--- src/rtl/regfile_pkg.sv ---
// Shared constants, index width helper and register index type for the scoreboarded register file.
package regfile_pkg;

    localparam int XLEN_DEF  = 32;
    localparam int NREGS_DEF = 32;
    localparam int NRD_DEF   = 2;

    function automatic int aw_of(input int nregs);
        return (nregs <= 2) ? 1 : $clog2(nregs);
    endfunction

    localparam int AW_DEF = aw_of(NREGS_DEF);

    typedef logic [AW_DEF-1:0] reg_idx_t;

endpackage

--- src/rtl/regfile_sb_scoreboard.sv ---
// Busy bitmap for the register file: issue sets a bit, writeback clears it, and set wins on a same-index collision.
module sb_scoreboard
    import regfile_pkg::*;
#(
    parameter int NREGS = NREGS_DEF,
    localparam int AW   = aw_of(NREGS)
) (
    input  logic             clk,
    input  logic             rst,
    input  logic             iss_valid,
    input  logic [AW-1:0]    iss_rd,
    input  logic             we,
    input  logic [AW-1:0]    waddr,
    output logic [NREGS-1:0] busy
);

    logic [NREGS-1:0] busy_q;
    logic [NREGS-1:0] busy_d;

    always_comb begin
        busy_d = busy_q;
        if (we) begin
            busy_d[waddr] = 1'b0;
        end
        // Set after clear so a new producer stays pending over the retiring one.
        if (iss_valid && (iss_rd != '0)) begin
            busy_d[iss_rd] = 1'b1;
        end
        busy_d[0] = 1'b0;
    end

    always_ff @(posedge clk or posedge rst) begin
        if (rst) begin
            busy_q <= '0;
        end else begin
            busy_q <= busy_d;
        end
    end

    assign busy = busy_q;

endmodule

--- src/rtl/regfile_sb.sv ---
// Register file with combinational read ports and an issue/writeback scoreboard.
// Optional REGFILE_SB_BYPASS_EN forwards same-cycle writeback data to matching read ports.
module regfile_sb
    import regfile_pkg::*;
#(
    parameter int XLEN  = XLEN_DEF,
    parameter int NREGS = NREGS_DEF,
    parameter int NRD   = NRD_DEF,
    localparam int AW   = aw_of(NREGS)
) (
    input  logic                clk,
    input  logic                rst,
    input  logic                we,
    input  logic [AW-1:0]       waddr,
    input  logic [XLEN-1:0]     wdata,
    input  logic [NRD*AW-1:0]   raddr,
    output logic [NRD*XLEN-1:0] rdata,
    input  logic                iss_valid,
    input  logic [AW-1:0]       iss_rd,
    output logic [NREGS-1:0]    busy,
    output logic [NRD-1:0]      rs_busy,
    output logic                stall
);

    logic [XLEN-1:0] regs_q [NREGS];

    always_ff @(posedge clk or posedge rst) begin
        if (rst) begin
            for (int i = 0; i < NREGS; i++) begin
                regs_q[i] <= '0;
            end
        end else if (we && (waddr != '0)) begin
            regs_q[waddr] <= wdata;
        end
    end

    sb_scoreboard #(
        .NREGS (NREGS)
    ) u_sb (
        .clk       (clk),
        .rst       (rst),
        .iss_valid (iss_valid),
        .iss_rd    (iss_rd),
        .we        (we),
        .waddr     (waddr),
        .busy      (busy)
    );

    for (genvar k = 0; k < NRD; k++) begin : g_rd
        logic [AW-1:0]   ra;
        logic [XLEN-1:0] stored;
        logic            byp;

        assign ra     = raddr[k*AW +: AW];
        assign stored = (ra == '0) ? '0 : regs_q[ra];
`ifdef REGFILE_SB_BYPASS_EN
        assign byp    = we && (waddr != '0) && (ra == waddr);
`else
        assign byp    = 1'b0;
`endif
        // Gated by rst so a bypassed wdata cannot leak out during reset.
        assign rdata[k*XLEN +: XLEN] = rst ? '0 : (byp ? wdata : stored);
        assign rs_busy[k]            = ~rst & busy[ra] & ~byp & (ra != '0);
    end

    assign stall = |rs_busy;

endmodule

--- config.mk ---
export PLATFORM = sky130hd
export DESIGN_NAME = regfile_sb
export DESIGN_NICKNAME = d
export VERILOG_FILES = /design/src/rtl/regfile_pkg.sv /design/src/rtl/regfile_sb_scoreboard.sv /design/src/rtl/regfile_sb.sv
export SDC_FILE = /design/constraint.sdc
export NUM_CORES = 2
export LEC_CHECK = 0
export BUFFER_PORTS_ARGS = -buffer_cell sky130_fd_sc_hd__buf_2
export CAP_MARGIN = 30
export CORE_MARGIN = 1.5
export CORE_UTILIZATION = 35
export CTS_BUF_LIST = sky130_fd_sc_hd__clkbuf_8
export CTS_CLUSTER_DIAMETER = 40
export DETAILED_ROUTE_END_ITERATION = 7
export PLACE_DENSITY = 0.5
export SLEW_MARGIN = 20
export SYNTH_ARGS = -nofsm -noshare
export SYNTH_HDL_FRONTEND = slang
export SYNTH_SLANG_ARGS = --single-unit
--- constraint.sdc ---
create_clock -name clk -period 164.5 [get_ports clk]
set_clock_uncertainty 0.15 [all_clocks]
set_input_delay 49.35 -clock clk [delete_from_list [all_inputs] [get_ports clk]]
set_output_delay 49.35 -clock clk [all_outputs]
set_load 0.02 [all_outputs]
==> results.json <==
{
  "outcome": "complete, no violations",
  "global_route.overflow_total": 0,
  "layout.cells.most_common_list": "sky130_fd_sc_hd__dfrtp_1 (1055), sky130_fd_sc_hd__mux2_2 (1030), sky130_fd_sc_hd__mux4_2 (620), sky130_fd_sc_hd__clkbuf_8 (242), sky130_fd_sc_hd__buf_2 (148)",
  "report.final.hold_viol_count": 0,
  "pin_count_of_the_biggest_net_entering_global_routing": 160,
  "worst-path-stages": 9,
  "mostFrequentLayoutCell": "sky130_fd_sc_hd__dfrtp_1",
  "terminus_of_the_critical_flop_to_flop_path": "u_sb.busy[17]",
  "cp_slowest_cell": "sky130_fd_sc_hd__buf_4",
  "logic_depth_of_the_worst_register_to_register_path": 1,
  "netlist_instances": 3508,
  "critPathKind": "primary input to primary output",
  "max_cap_viol_count": 0,
  "hold_path.class": "flop to flop",
  "wire_length_of_the_first_global_routing_pass_mm": 270,
  "areaGrowthSynthToFinish_pct": 12.4,
  "number_of_warnings_printed_during_yosys_synthesis": 0,
  "setup.worst_path.end": "rdata[28]",
  "routabilityCongestion": 0.757,
  "hold_ws_ns": 0.241,
  "synth_edf_count": 0,
  "cts.path.max_buffers": 3,
  "die-width_um": 403,
  "power_density_nw_per_um2": 12.4,
  "floorplan.core_area_um2": 159000,
  "first_iter_violations": 2643,
  "synthTopCellsByArea": "sky130_fd_sc_hd__dfrtp_1 (47%), sky130_fd_sc_hd__mux4_2 (25%), sky130_fd_sc_hd__mux2_2 (21%)",
  "insertion_delay_ns": 0.94,
  "initial_core_util": 0.353,
  "io_buffer_count": 153,
  "drt_drc_violations_left": 0,
  "worst_path_largest_cell_delay_ns": 0.76,
  "yosysTopAreaCellShare": 0.471,
  "synth.cell_area_um2": 56100,
  "leakagePower_nw": 27.2,
  "cp-end-kind": "primary output",
  "ys_seq_elements": 1055,
  "synth-seq-area-share": 0.471,
  "layout_min_cycle_time_ns": 103.26,
  "placementRows": 146,
  "max-slew-margin-rel": 0.295,
  "die-height_um": 403,
  "syn_area_per_cell_um2": 16.0,
  "postCtsSetupRepairBufs": 0,
  "firstDrtPassIters": 7,
  "final.fill_count": 14700,
  "first_global_vias": 36100,
  "worstMarginPinSlew_ns": 1.06,
  "cp_max_fo": 57,
  "critPathTopFamily": "buffers and inverters",
  "clkSlewWorstSetupHoldPaths_ns": 0.06,
  "initial_antenna_violation_count": 19,
  "timing.final.max_slew_violations": 0,
  "worst_setup_path_startpoint": "raddr[0]",
  "worstReg2RegStart": "u_sb.busy[17]",
  "dpl.hpwl_mm": 103,
  "synth_area_leader_cell": "sky130_fd_sc_hd__dfrtp_1",
  "ir_worst_vdd_mv": 0.00877,
  "clock-sinks": 1055,
  "worst_path_most_repeated_cell": "sky130_fd_sc_hd__buf_4",
  "pre_cts_slack_ns": 61.04,
  "cts_buf_count": 203,
  "cp_data_required_time_ns": 115.00,
  "setup_viol_count_final": 0,
  "timing.critical_path.cells": "buf_8 > buf_4 > buf_4 > buf_4 > mux4_2 > mux4_2 > inv_1 > o22ai_1 > buf_2",
  "ios": 155,
  "fin_ws_ns": 61.24,
  "drive_gt1_frac": 0.602,
  "ctsHtreeMaxLevel": 4,
  "place.detailed.instances": 5418,
  "cp.arrival_ns": 53.76,
  "routed_via_density": 5.89,
  "antenna_nets_post_route": 0,
  "timing.setup.tns_ns": 0,
  "layout.cells.non_filler": 5794,
  "detail_route.wirelength_mm": 186,
  "post_cts_resize_count": 0,
  "worst_setup_path_start_kind": "primary input",
  "unrepaired_setup_endpoints_after_global_routing": "false",
  "buffer_type_at_the_clock_tree_root": "sky130_fd_sc_hd__clkbuf_8",
  "drt-wirelength-per-cell_um": 32.0,
  "hold_buffers": 0,
  "final_nets": 3613,
  "synthFlopType": "sky130_fd_sc_hd__dfrtp_1",
  "design.die.area_um2": 163000,
  "netlist-cell-type-count": 42,
  "synth-async-reset-ratio": 1.00,
  "routed-via-count": 34100,
  "fin_crit_sh": 0.628,
  "grt_util_all_layers": 0.231,
  "tritoncts": "built",
  "net_count_after_synthesis": 3564,
  "totalPowerFinal_w": 0.000779,
  "max_freq_mhz": 9.68,
  "worst-path-buf-inv": 6,
  "worst-r2r-setup-slack_ns": 163.49
}
routing by layer:
metal,track usage,up-vias,wire [um],part of all wire
li1,-,13700,-,-
met2,0.345,1084,82400,0.44
met4,0.0581,10,4100,0.022
met5,0,-,56,0.00030
met1,0.339,19000,86500,0.47
met3,0.0552,268,12400,0.067
worst min path at each step:
stage | to | cells past startpoint | slack (ns) | startpoint
floorplan | regs_q[1000] | 1 | 0.29 | regs_q[1000]
detailed placement | regs_q[998] | 0 | 0.23 | regs_q[998]
global route | regs_q[1006] | 0 | 0.26 | regs_q[1006]
finish | regs_q[1014] | 0 | 0.24 | regs_q[1014]
global placement | regs_q[1009] | 0 | 0.23 | regs_q[1009]
CTS | regs_q[1009] | 0 | 0.25 | regs_q[1009]
synth_stat cells, types with 4 or more instances:
cell type                  number
sky130_fd_sc_hd__buf_6         20
sky130_fd_sc_hd__o21ai_0       32
sky130_fd_sc_hd__mux2_2      1030
sky130_fd_sc_hd__mux2i_1       37
sky130_fd_sc_hd__clkbuf_1     223
sky130_fd_sc_hd__dfrtp_1     1055
sky130_fd_sc_hd__mux4_2       620
sky130_fd_sc_hd__nand2_1       21
sky130_fd_sc_hd__o22ai_1       65
sky130_fd_sc_hd__clkinv_1      37
sky130_fd_sc_hd__nor2_1        51
sky130_fd_sc_hd__a22o_1        15
sky130_fd_sc_hd__inv_1         61
sky130_fd_sc_hd__nor3b_1        8
sky130_fd_sc_hd__a21oi_1       33
sky130_fd_sc_hd__buf_2         59
sky130_fd_sc_hd__nand3b_1       8
sky130_fd_sc_hd__buf_4         37
sky130_fd_sc_hd__nand3_1        6
sky130_fd_sc_hd__buf_1         56
sky130_fd_sc_hd__nor3_1         4
state kept, by name, indices dropped and copies added, names as in the netlist:
name,cells
u_sb.busy,31
regs_q,1024
final cells by class:
cell class	count	area, um^2	share of cell area
Antenna cell	3	7.51	0.000119
Clock buffer	242	3330	0.0528
Clock inverter	125	823	0.0131
Inverter	99	387	0.00613
Multi-Input combinational cell	1959	27700	0.439
Sequential cell	1055	26400	0.419
Tap cell	2072	2590	0.0411
Timing Repair Buffer	239	1810	0.0288
logic make-up after synthesis:
kind of cell	Yosys count	synth area share
multiplexers	1687	0.463
flip-flops	1055	0.471
buffers and inverters	494	0.0395
AO/OA/AOI/OAI	155	0.0168
AND/OR/NAND/NOR	116	0.0101
other	1	0.0000669
stage by stage:
stage                      util  cell area, um^2
final                     0.397            63000
after global routing      0.397            63000
after CTS                 0.396            62900
after detailed placement  0.370            58800
after global placement    0.368            58400
after floorplan               -            56100
report_power, final:
| group | leakage [nW] | switching [W] | internal [W] | total (W) |
|---|---|---|---|---|
| combinational | 11.3 | 0.0000671 | 0.0000991 | 0.000166 |
| clock | 2.34 | 0.000121 | 0.000145 | 0.000266 |
| sequential | 13.5 | 0.0000372 | 0.000309 | 0.000347 |
| total | 27.2 | 0.000225 | 0.000554 | 0.000779 |
Power figures use the tool's default switching activity.
